`src/rtl/id_scan_display_if.sv`:
```
// Bus between the id source / display consumer and id_scan_display.
// With ID_FREEZE_EN defined the bus also carries the freeze request.
interface id_scan_display_if;
  logic [3:0]  id;
`ifdef ID_FREEZE_EN
  logic        freeze;
`endif
  logic [6:0]  seg;
  logic [7:0]  an;
  logic [31:0] hist;
  logic        sample_tick;

`ifdef ID_FREEZE_EN
  modport master (output id, output freeze, input seg, input an, input hist, input sample_tick);
  modport slave  (input id, input freeze, output seg, output an, output hist, output sample_tick);
`else
  modport master (output id, input seg, input an, input hist, input sample_tick);
  modport slave  (input id, output seg, output an, output hist, output sample_tick);
`endif
endinterface

```
`src/rtl/id_scan_display.sv`:
```
// Periodically captures an id digit stream into an 8-digit history and scans it
// onto a multiplexed active-low 7-segment display. Optional macro: ID_FREEZE_EN.
module id_scan_display #(
  parameter int SAMPLE_DIV = 4,
  parameter int SCAN_DIV   = 2
) (
  input  logic             clk,
  input  logic             reset,
  id_scan_display_if.slave bus
);

  localparam logic [7:0] SAMPLE_LAST = 8'(SAMPLE_DIV - 1);
  localparam logic [7:0] SCAN_LAST   = 8'(SCAN_DIV - 1);

  logic [7:0]  r_sample_cnt;
  logic [7:0]  r_scan_cnt;
  logic [2:0]  r_digit;
  logic [31:0] r_hist;
  logic        r_tick;
  logic [6:0]  r_seg;
  logic [7:0]  r_an;

  logic [3:0]  w_nib [8];
  logic        w_capture;
  logic        w_hold;
  logic        w_scan_wrap;
  logic [6:0]  w_seg_dec;

  generate
    for (genvar gi = 0; gi < 8; gi++) begin : g_nib
      assign w_nib[gi] = r_hist[4*gi +: 4];
    end
  endgenerate

  assign w_capture   = (r_sample_cnt == SAMPLE_LAST);
  assign w_scan_wrap = (r_scan_cnt == SCAN_LAST);

`ifdef ID_FREEZE_EN
  assign w_hold = bus.freeze;
`else
  assign w_hold = 1'b0;
`endif

  // Decode uses the pre-edge history, so a simultaneous capture shows next update
  always_comb begin
    w_seg_dec = 7'h7F;
    case (w_nib[r_digit])
      4'h0: w_seg_dec = 7'h40;
      4'h1: w_seg_dec = 7'h79;
      4'h2: w_seg_dec = 7'h24;
      4'h3: w_seg_dec = 7'h30;
      4'h4: w_seg_dec = 7'h19;
      4'h5: w_seg_dec = 7'h12;
      4'h6: w_seg_dec = 7'h02;
      4'h7: w_seg_dec = 7'h78;
      4'h8: w_seg_dec = 7'h00;
      4'h9: w_seg_dec = 7'h10;
      4'hA: w_seg_dec = 7'h08;
      4'hB: w_seg_dec = 7'h03;
      4'hC: w_seg_dec = 7'h46;
      4'hD: w_seg_dec = 7'h21;
      4'hE: w_seg_dec = 7'h06;
      4'hF: w_seg_dec = 7'h0E;
      default: w_seg_dec = 7'h7F;
    endcase
  end

  always_ff @(posedge clk) begin
    if (!reset) begin
      r_sample_cnt <= 8'd0;
      r_scan_cnt   <= 8'd0;
      r_digit      <= 3'd0;
      r_hist       <= 32'd0;
      r_tick       <= 1'b0;
      r_seg        <= 7'h7F;
      r_an         <= 8'hFF;
    end else begin
      r_sample_cnt <= w_capture ? 8'd0 : r_sample_cnt + 8'd1;
      if (w_capture && !w_hold) begin
        r_hist <= {r_hist[27:0], bus.id};
      end
      r_tick <= w_capture && !w_hold;

      if (w_scan_wrap) begin
        r_scan_cnt <= 8'd0;
        r_digit    <= r_digit + 3'd1;
      end else begin
        r_scan_cnt <= r_scan_cnt + 8'd1;
      end

      r_an  <= ~(8'b1 << r_digit);
      r_seg <= w_seg_dec;
    end
  end

  assign bus.seg         = r_seg;
  assign bus.an          = r_an;
  assign bus.hist        = r_hist;
  assign bus.sample_tick = r_tick;

endmodule

```
`src/flat_wrapper.sv`:
```
// flat-port wrapper written by rule: the top's interface ports become plain ports
module id_scan_display_flat 
#(
  parameter int SAMPLE_DIV = 4,
  parameter int SCAN_DIV   = 2
)
  (clk, reset, bus_id, bus_seg, bus_an, bus_hist, bus_sample_tick);
  id_scan_display_if bus_i ();
  input  logic clk;
  input  logic reset;
  input wire logic [$bits(bus_i.id)-1:0] bus_id;
  output wire logic [$bits(bus_i.seg)-1:0] bus_seg;
  output wire logic [$bits(bus_i.an)-1:0] bus_an;
  output wire logic [$bits(bus_i.hist)-1:0] bus_hist;
  output wire logic [$bits(bus_i.sample_tick)-1:0] bus_sample_tick;
  assign bus_i.id = bus_id;
  assign bus_seg = bus_i.seg;
  assign bus_an = bus_i.an;
  assign bus_hist = bus_i.hist;
  assign bus_sample_tick = bus_i.sample_tick;
  id_scan_display #(.SAMPLE_DIV(SAMPLE_DIV), .SCAN_DIV(SCAN_DIV)) u_core (.clk(clk), .reset(reset), .bus(bus_i));
endmodule
```
`config.mk`:
```
export PLATFORM = sky130hd
export DESIGN_NAME = id_scan_display_flat
export DESIGN_NICKNAME = d
export VERILOG_FILES = /design/src/rtl/id_scan_display_if.sv /design/src/rtl/id_scan_display.sv /design/src/flat_wrapper.sv
export SDC_FILE = /design/constraint.sdc
export NUM_CORES = 1
export LEC_CHECK = 0
export CAP_MARGIN = 30
export CORE_ASPECT_RATIO = 0.75
export CORE_MARGIN = 4
export CORE_UTILIZATION = 55
export CTS_CLUSTER_DIAMETER = 50
export DETAILED_ROUTE_END_ITERATION = 8
export PLACE_DENSITY = 0.84
export SYNTH_ARGS = -nofsm -noshare
export SYNTH_HDL_FRONTEND = slang
export SYNTH_SLANG_ARGS = --single-unit
```
`constraint.sdc`:
```
create_clock -name clk -period 7.6 [get_ports clk]
set_clock_uncertainty 0.1 [all_clocks]
set_input_delay 1.52 -clock clk [delete_from_list [all_inputs] [get_ports clk]]
set_output_delay 1.52 -clock clk [all_outputs]
set_load 0.02 [all_outputs]
```
==> Word level (Yosys, flattened, before mapping) <==
Memories as Yosys holds them, arrays and structs flattened. A register that Yosys moved wholly into a read port is not among the register bits.
Cells that the tools add are included.
Widths: inputs -> output; s select.
{ "classes": {"n_shift": 1, "n_mux": 3, "eq_ne": 2, "bitwise_logic": 3, "order_cmp": 1, "add_sub_neg": 3, "n_reduce_logical": 3} }
{ "op_table": {"columns": ["operator", "count"], "rows": [
  ["$add 8x1->8 const B", 2],
  ["$bmux 4 s3", 1],
  ["$eq 8x1->1 const B", 1],
  ["$eq 8x2->1 const B", 1],
  ["$mux 4", 2],
  ["$not 8->8", 1],
  ["$shl 1x3->8 const A", 1],
  ["$ge 4x4->1 const B", 1],
  ["$not 3->4", 1],
  ["$reduce_or 2->1", 2],
  ["$add 3x1->3 const B", 1],
  ["$logic_not 1->1", 1],
  ["$not 1->1", 1]
]} }
{ "totals": {"n_memories": 1, "rom_bits": 112, "in_bits": 6, "register_bits": 60} }
{ "memory_table": {"columns": ["memory", "depth", "word_bits", "rd", "rd_clocked_by_memory_dff", "wr", "line_no", "source"], "rows": [
  ["(no name shown)", 16, 7, 1, 1, 0, "id_scan_display.sv:47", "case (w_nib[r_digit])"]
]} }

==> Longest topological paths before layout <==
Gate-level depths: netlist of run 1.
{ "depth": {"depth_word": 4, "ltp_mapped": 9} }

==> Worst setup path after synthesis of run 1 <==
Ideal clock, no wire load.
{ "synth_path": {"kind": "flip-flop to flip-flop", "start": "register u_core.r_digit[1]", "end": "register u_core.r_seg[6] (netlist: u_core.bus.seg[6])", "synth_period_minus_slack_ps": 2501, "required_time_ps": 7378, "stages_incl_launch_ff": 9, "slack_ps": 5099, "arrival_ps": 2278, "n_path_buf": 1, "setup_ps": 122, "path_cell_list": "dfxtp_1 > buf_2 > mux4_2 > mux2i_1 > inv_1 > ha_1 > mux2i_1 > nor2_1 > a311o_1"} }
{ "synth_between": {"elab_chain_cells": 4} }
{ "synth_rtl": {"columns": ["item", "line_no", "source"], "rows": [
  ["start: declaration", "id_scan_display.sv:17", "logic [2:0] r_digit;"],
  ["start signal: assignment", "id_scan_display.sv:86", "r_digit <= r_digit + 3'd1;"],
  ["$not 3->4 (not written as such)", "id_scan_display.sv:47", null],
  ["$bmux 4 s3", "id_scan_display.sv:47", null],
  ["$mux 4 (not written as such) (2 in series)", "id_scan_display.sv:47", null],
  ["end: declaration", "id_scan_display.sv:20", "logic [6:0] r_seg;"]
]} }
Every way passes these cells. The select of a mux whose other input is x is not followed.
A chain may end at the register's enable or synchronous reset.

==> run_results.csv, run 1 <==
group,metric,value,unit
run_status,status,"finished clean",
yosys,synth.area.top_cells,"dfxtp_1 50%, a22o_1 10%, ha_1 6.9%",
grt,grt_pass1_vias,1880,
finish,insertedDiodeCount,0,
sta,rsz0062_at_grt,"false",
sta,slew_violations,0,
floorplanning,die_h,68.7,µm
yosys,synth-seq-cells,67,
grt,grt.total_usage,0.204,
floorplanning,core-area,4600,µm²
detailed_routing,routed_wl,5770,µm
sta,min_period,3.46,ns
grt,grt_first_pass_wirelength,9270,µm
floorplanning,initial_core_util,0.587,
detailed_routing,dr_total_vias,2058,
yosys,synth.most_common_cell,"dfxtp_1",
cts,cts.path.max_buffers,2,
critical_path,reg2regPathDepth,7,
yosys,ys_types,37,
sta,worst_pin_slew,0.715,ns
critical_path,r2r_end,"u_core.bus.seg[6]",
sta,slew_headroom,0.522,
place,gp_congestion,0.844,
place,portBuffers,53,
cts,root_buffer,"clkbuf_8",
critical_path,end_kind,"flop",
yosys,yosysTopAreaCell,"dfxtp_1",
floorplanning,io_pins,54,
finish,nets,322,
power_and_ir_drop,leakage,1.37,nW
critical_path,critical_path_class,"primary input to flop",
cts,cts.clk_slew.worst_paths,0.06,ns
cts,holdBufCountCts,0,
critical_path,critPathLaunchType,"primary input",
yosys,syn_avg_cell_area,10.9,µm²
sta,report.final.setup_viol,0,
sta,fmax,0.289,GHz
sta,min_period_over_period,0.455,
yosys,synth_commonest_cells,"67 x dfxtp_1, 32 x a22o_1, 23 x nor2_1",
finish,layout-drive-gt1-share,0.0918,
min_path,hold_start,"u_core.r_sample_cnt[0]",
yosys,synth_edf_count,0,
place,dpl.hpwl,3930,µm
critical_path,required,7.78,ns
yosys,ys.flop_type,"dfxtp_1",
grt,antenna_found_initial,0,
finish,syn2layout_area_growth,29.1,%
grt,grt_overflow,0,
yosys,async_flop_share,0,
flow_run,maxCapViolations,0,
critical_path,ff2ff_setup_slack,4.48,ns
critical_path,worst-path-buf-inv,3,
cts,cts_resized,0,
sta,fin_tns_setup,0,ns
detailed_routing,ant_nets,0,
yosys,synthCells,248,
cts,post_cts_buffers,0,
cts,cts_made_buffers,9,
critical_path,worstReg2RegStart,"u_core.r_digit[0]",
floorplanning,row_count,21,
critical_path,crit_arrival,3.64,ns
critical_path,path_cells,"clkdlybuf4s50_1 > inv_1 > nor2_2 > buf_8 > a22o_1",
floorplanning,die_area,6110,µm²
detailed_routing,drt-pass1-iter-count,4,
yosys,seq_area_frac_synth,0.497,
detailed_routing,wl_per_cell,15.9,µm
min_path,min_to,"u_core.r_sample_cnt[0]",
cts,clock_latency,0.34,ns
cts,cts_tree,"yes",
detailed_routing,drc_errors,0,
yosys,synth_nets,269,
detailed_routing,via_per_inst,5.69,
power_and_ir_drop,cellPowerDensity,231,nW/µm²
cts,clock_sinks,67,
critical_path,path_max_fanout,20,
critical_path,cpPeakStageDelay,0.79,ns
grt,grt_max_degree,34,
floorplanning,die_w,88.9,µm
critical_path,crit_path_top_delay_cell,"clkdlybuf4s50_1",
yosys,synthesis.area,2700,µm²
cts,cts.htree.levels,3,
min_path,hold_class,"flop to flop",
finish,fin_util,0.759,
yosys,synth_top_area_share,0.497,
sta,hold_violations,0,
detailed_routing,drt_iter0_drc,178,
critical_path,path_delay_family,"buffers and inverters",
min_path,worstHoldPathCells,1,
power_and_ir_drop,peakVddDrop,205,µV
yosys,yosys_warnings,0,
[cell type report]
cell class | count | area [µm²]
flip-flops and latches | 67 | 1340
clock buffers | 10 | 138
multi-input cells | 159 | 1270
fillers | 323 | 1110
clock inverters | 5 | 77.6
well taps | 57 | 71.3
inverters | 9 | 33.8
repair buffers | 55 | 553
[cells in the final DEF (no fill, tap or decap), drive strengths merged]
cell and n:
a211oi 1, a21boi 1, a21oi 3, a22o 32, a22oi 1, a2bb2oi 1
a311o 1, a311oi 2, a31oi 1, and2 2, and3 4, buf 2
bufinv 2, clkbuf 10, clkdlybuf4s50 53, clkinv 2, clkinvlp 1, dfxtp 67
ha 15, inv 9, mux2 2, mux2i 7, mux4 6, nand2 14
nand3 15, nor2 23, nor2b 2, nor3 1, nor4 2, nor4b 2
o211a 1, o21ai 2, o221ai 3, o311ai 1, xnor2 4, xor2 10
[registers in the layout (all words and copies together) (netlist names)]
name / cells
u_core.bus.hist: 32
u_core.bus.seg: 7
u_core.r_scan_cnt: 8
u_core.r_digit: 3
u_core.bus.sample_tick: 1
u_core.bus.an: 8
u_core.r_sample_cnt: 8
[metrics by stage]
step,area [µm²],power (mW),std cells,setup slack [ns],hold slack (ns)
final,3490,0.807,362,4.14,0.388
after detailed placement,3270,0.500,347,3.82,0.377
after global placement,3260,0.497,346,3.60,0.363
after global routing,3490,0.842,362,4.02,0.413
after CTS,3490,0.814,362,4.18,0.392
after floorplan,2700,0.465,248,5.10,0.338
[worst max path at each step]
stage,cells past startpoint,startpoint,end,slack (ns)
after floorplan,8,u_core.r_digit[1],u_core.bus.seg[6],5.10
after global placement,4,reset,u_core.bus.hist[24],3.60
after detailed placement,5,reset,u_core.bus.hist[9],3.82
after CTS,5,reset,u_core.bus.hist[15],4.18
after global routing,5,reset,u_core.bus.hist[1],4.02
final,5,reset,u_core.bus.hist[10],4.14
[layer usage]
layer / vias up / share of wire / GRT usage
met1: 961 / 0.48 / 0.283
li1: 998 / - / -
met5: - / 0 / 0
met4: 0 / 0.015 / 0.0717
met2: 91 / 0.43 / 0.285
met3: 8 / 0.076 / 0.0819
[logic make-up after synthesis]
family | count (synthesis) | synth area share
buffers and inverters | 22 | 0.0352
adder cells (fa/ha/maj) | 15 | 0.0695
AO/OA/AOI/OAI | 50 | 0.154
flip-flops | 67 | 0.497
multiplexers | 15 | 0.0889
AND/OR/NAND/NOR | 65 | 0.111
XOR/XNOR | 14 | 0.0454
[where the power goes]
group | leakage, nW | internal (mW) | total [mW] | switching, mW
combinational | 0.716 | 0.0487 | 0.106 | 0.0577
clock | 0.108 | 0.190 | 0.314 | 0.123
sequential | 0.544 | 0.367 | 0.387 | 0.0198
total | 1.37 | 0.606 | 0.807 | 0.201
Note: power is estimated with default switching activity, not from simulation.
==> run 2, diff against run 1 <==
--- a/config.mk
+++ b/config.mk
@@ -8,10 +8,10 @@
 export CAP_MARGIN = 30
 export CORE_ASPECT_RATIO = 0.75
 export CORE_MARGIN = 4
-export CORE_UTILIZATION = 55
+export CORE_UTILIZATION = 46
 export CTS_CLUSTER_DIAMETER = 50
 export DETAILED_ROUTE_END_ITERATION = 8
-export PLACE_DENSITY = 0.84
+export PLACE_DENSITY = 0.75
 export SYNTH_ARGS = -nofsm -noshare
 export SYNTH_HDL_FRONTEND = slang
 export SYNTH_SLANG_ARGS = --single-unit
==> constraint.sdc (replaced) <==
create_clock -name clk -period 3.1 [get_ports clk]
set_clock_uncertainty 0.1 [all_clocks]
set_input_delay 0.62 -clock clk [delete_from_list [all_inputs] [get_ports clk]]
set_output_delay 0.62 -clock clk [all_outputs]
set_load 0.02 [all_outputs]
==> run 2 against run 1 <==
  * Cell count is 6.1% higher
  * Combinational power grew to 2.6 times the previous value
  * Via count is 2.1% lower
  * First-iteration DRC count is 58% lower
  * Die area is 17% higher
  * Register-to-register slack worse by 4.0 ns
  * Flip-flop and latch count stayed put
  * Sequential power is 140% higher
==> run_results.csv, run 2 (same netlist as run 1, synthesis figures left out) <==
group,metric,value,unit
sta,slew_violations,0,
detailed_routing,drc_errors,0,
sta,min_period_over_period,0.842,
run_status,status,"finished clean",
floorplanning,core-area,5530,µm²
finish,fillers,472,
cts,clock_sinks,67,
cts,cts_resized,0,
floorplanning,initial_core_util,0.489,
finish,largest_register_ffs,32,
min_path,hold_class,"flop to flop",
cts,cts.htree.levels,3,
flow_run,maxCapViolations,0,
sta,fin_tns_setup,0,ns
detailed_routing,routed_wl,5740,µm
grt,gr-usage-met3,0.0637,
detailed_routing,drt-pass1-iter-count,4,
sta,fmax,0.383,GHz
floorplanning,die_h,74.4,µm
grt,grt_overflow,0,
finish,seq_area,1340,µm²
place,dp_slack,0.496,ns
critical_path,critical_path_class,"flop to flop",
cts,cts_tree,"yes",
sta,slew_headroom,0.600,
detailed_routing,ant_nets,0,
cts,clock_latency,0.34,ns
cts,cts.path.max_buffers,2,
finish,layout_common_cells,"67 x dfxtp_1, 53 x clkdlybuf4s50_1, 32 x a22o_1, 22 x nor2_1",
critical_path,path_max_fanout,14,
critical_path,crit_arrival,2.74,ns
grt,grt_first_pass_wirelength,9520,µm
finish,final_common_cell,"dfxtp_1",
sta,min_period,2.61,ns
grt,met2_usage,0.232,
power_and_ir_drop,power.total,2.11,mW
place,gp_congestion,0.828,
cts,cts.clk_slew.worst_paths,0.08,ns
place,dpl.hpwl,4020,µm
sta,worst_pin_slew,0.592,ns
sta,hold_violations,0,
grt,grt_pass1_vias,1888,
power_and_ir_drop,leakage,1.40,nW
finish,layout.cells.non_filler,384,
critical_path,critPathLaunchType,"flop",
cts,cts_made_buffers,9,
cts,root_buffer,"clkbuf_8",
grt,grt.total_usage,0.176,
detailed_routing,via_per_inst,5.25,
critical_path,required,3.23,ns
grt,antenna_found_initial,0,
sta,rsz0062_at_grt,"false",
floorplanning,row_count,23,
finish,syn2layout_area_growth,31.8,%
power_and_ir_drop,cellPowerDensity,592,nW/µm²
finish,fin_util,0.644,
place,place_inst,368,
finish,layout-drive-gt1-share,0.104,
power_and_ir_drop,peakVddDrop,311,µV
floorplanning,io_pins,54,
detailed_routing,drt_iter0_drc,75,
cts,post_cts_buffers,0,
cts,holdBufCountCts,0,
finish,multi_input_area,1270,µm²
critical_path,end_kind,"flop",
finish,nets,325,
sta,setup_slack,0.491,ns
detailed_routing,dr_total_vias,2015,
sta,report.final.setup_viol,0,
sta,hold_slack,0.381,ns
floorplanning,die_w,96.5,µm
finish,insertedDiodeCount,0,
floorplanning,die_area,7180,µm²
place,portBuffers,53,
grt,busiest_layer,"met1",
finish,fin_area,3560,µm²
detailed_routing,wl_per_cell,14.9,µm
place,dpl-instance-area,3310,µm²
grt,grt_max_degree,34,
grt,use_met1,0.262,
-- run 2: worst paths after layout --
check	cells past startpoint	endpoint	start	slack, ns
worst min-delay path	1	u_core.r_sample_cnt[0]	u_core.r_sample_cnt[0]	0.38
worst max register to register	8	u_core.bus.seg[6]	u_core.r_digit[1]	0.49
worst max-delay path	8	u_core.bus.seg[6]	u_core.r_digit[1]	0.49
worst min register to register	1	u_core.r_sample_cnt[0]	u_core.r_sample_cnt[0]	0.38
-- run 2: final cells by class --
cell class / instances / area share
Clock buffer: 9 / 0.0348
Clock inverter: 7 / 0.0351
Inverter: 9 / 0.00949
Multi-Input combinational cell: 159 / 0.358
Sequential cell: 67 / 0.377
Tap cell: 75 / 0.0264
Timing Repair Buffer: 58 / 0.160
-- run 2: worst max-delay path, stage by stage, from the launching register on --
cell and delay, ns:
dfxtp_1 0.69, mux4_2 0.58, mux2i_1 0.15, buf_4 0.16, inv_1 0.07, ha_1 0.24, mux2i_1 0.15, nor2_1 0.05
a311o_1 0.31
-- run 2: where the power goes --
group          total, mW  leakage [nW]  switching (mW)  internal, mW
logic              0.280         0.728           0.156         0.124
clock network      0.888         0.124           0.348         0.541
registers          0.940         0.544          0.0401         0.900
-- run 2: routing by layer --
metal  share of wire  vias to the layer above
met2            0.41                       70
met4          0.0085                        0
met3           0.077                        7
met5               0                        -
met1            0.51                      928
li1                -                     1010
==> variant: new RTL, flow settings as in run 2 <==
Make the reset (`reset`) asynchronous in one clocked block.
--- a/src/rtl/id_scan_display.sv
+++ b/src/rtl/id_scan_display.sv
@@ -65,7 +65,7 @@
     endcase
   end
 
-  always_ff @(posedge clk) begin
+  always_ff @(posedge clk or negedge reset) begin
     if (!reset) begin
       r_sample_cnt <= 8'd0;
       r_scan_cnt   <= 8'd0;
Check against the original RTL: differs if reset is asserted again (counterexample within 4 cycles, from zero or initial values and one cycle with reset low); with reset held inactive, the same outputs for 10 cycles.
==> variant against run 2 <==
Critical path type unchanged; total power is 17% lower; setup slack worse by 0.18 ns; synthesized area rose by 13%; via count shrank 7.7%; first-iteration DRC count shrank 13%; sequential cell count stayed put; routed wire length shrank 0.51%; non-clock buffer count fell by 2; final area up 7.7%.
==> variant: results (changes against run 2) <==
[global_routing]
first_global_vias = 1984  ; +5.1%
grt_pass1_wl_mm = 9.83  ; +3.3%
groute.usage.overall_pct = 16.2  ; -1.4 points

[detailed_routing]
first_iter_violations = 65  ; -13%
vias = 1860  ; -7.7%
wire_per_inst_um = 15.9  ; +6.4%

[timing]
hold_slack_ns = 0.369  ; -0.0123 ns
slew_headroom_pct = 43.9  ; -16 points

[pwr]
powerSeq_w = 0.000936  ; -0.4%
power_frac_clock_pct = 36.3  ; -5.9 points
p_sw_share_pct = 24.1  ; -1.7 points
p_leak_nw = 1.67  ; +20%
vdd_drop_max_uv = 268  ; -14%

[yosys]
synthCells = 213  ; -14%
ys.flop_type = dfrtp_1
synth_area_leaders = dfrtp_1, dfstp_2, mux2_2, ha_1, mux4_1
yosys.cell_types.count = 35  ; -5.4%
seq_area_frac_synth_pct = 55.4  ; +5.7 points
synthXorXnorAreaFrac_pct = 3.72  ; -0.82 points
postSynth.asyncResetShare_pct = 100  ; +100 points
synth.top_cells.by_count = dfrtp_1, mux2_2, dfstp_2, ha_1, xnor2_1
synth.net_count = 234  ; -13%

[final_layout]
fin_cells = 359  ; -6.5%
drive_gt1_share_pct = 28.4  ; +18 points
final.fill_count = 510  ; +8.1%
final_nets = 294  ; -9.5%

[placement]
placed_cells = 343  ; -6.8%
dp_slack_ns = 0.310  ; -0.186 ns
place_area_mm2 = 0.00366  ; +11%
gp_congestion = 0.859  ; +3.7%

[worst_setup_path]
r2r_cells = 7  ; -1
crit_slowest_cell = dfrtp_1
rr_endpoint = u_core.bus.seg[5]$_DFF_PN1_
r2r-start = u_core.r_digit[0]$_DFFE_PN0N_
crit_fanout = 11  ; -3
worstPathArrival_ns = 2.95  ; +0.21 ns

[status]
status = complete, no violations

[hold_path]
min_path_type = in2async

## variant: cell count changes after synthesis, sizes merged, moves of 15 or more
cell   change
dfrtp     +52
mux2      +34
dfxtp     -67
nor2      -16
a22o      -31
dfstp     +15
## variant: how the worst max path moves through the flow
stage / start / endpoint / slack (ns)
6_report: u_core.r_digit[0]$_DFFE_PN0N_ / u_core.bus.seg[5]$_DFF_PN1_ / 0.31
4_1_cts: u_core.r_digit[0]$_DFFE_PN0N_ / u_core.bus.seg[5]$_DFF_PN1_ / 0.27
3_5_place_dp: u_core.r_digit[0]$_DFFE_PN0N_ / u_core.bus.seg[5]$_DFF_PN1_ / 0.31
2_1_floorplan: u_core.r_digit[0]$_DFFE_PN0N_ / u_core.bus.seg[0]$_DFF_PN1_ / 0.80
5_1_grt: u_core.r_digit[0]$_DFFE_PN0N_ / u_core.bus.seg[5]$_DFF_PN1_ / 0.11
3_3_place_gp: u_core.r_digit[0]$_DFFE_PN0N_ / u_core.bus.seg[5]$_DFF_PN1_ / 0.45
## variant: logic make-up (layout without fill, tap and decap cells)
kind of cell	count (synthesis)	in the layout
xor gates and xnor gates	13	13
muxes	54	54
buffers and inverters	18	83
and+or+nand+nor	39	39
adders and majority gates	15	15
AOI/OAI and AO/OA	7	7
DFF	67	67
## variant: layout make-up
| cell class | instances | area share, % |
|---|---|---|
| multi-input combinational | 128 | 33.2 |
| sequential | 67 | 44.2 |
| inverter | 11 | 1.08 |
| clock buffer | 14 | 4.24 |
| timing repair buffer | 56 | 14.3 |
| tap | 81 | 2.64 |
| clock inverter | 2 | 0.326 |
## variant: metal layers
metal	share of wire, %	global-route usage [%]	vias up
met3	8.5	7.10	15
met2	44	23.3	52
li1	-	-	869
met4	1.8	6.03	0
met5	0	0	-
met1	46	21.7	924
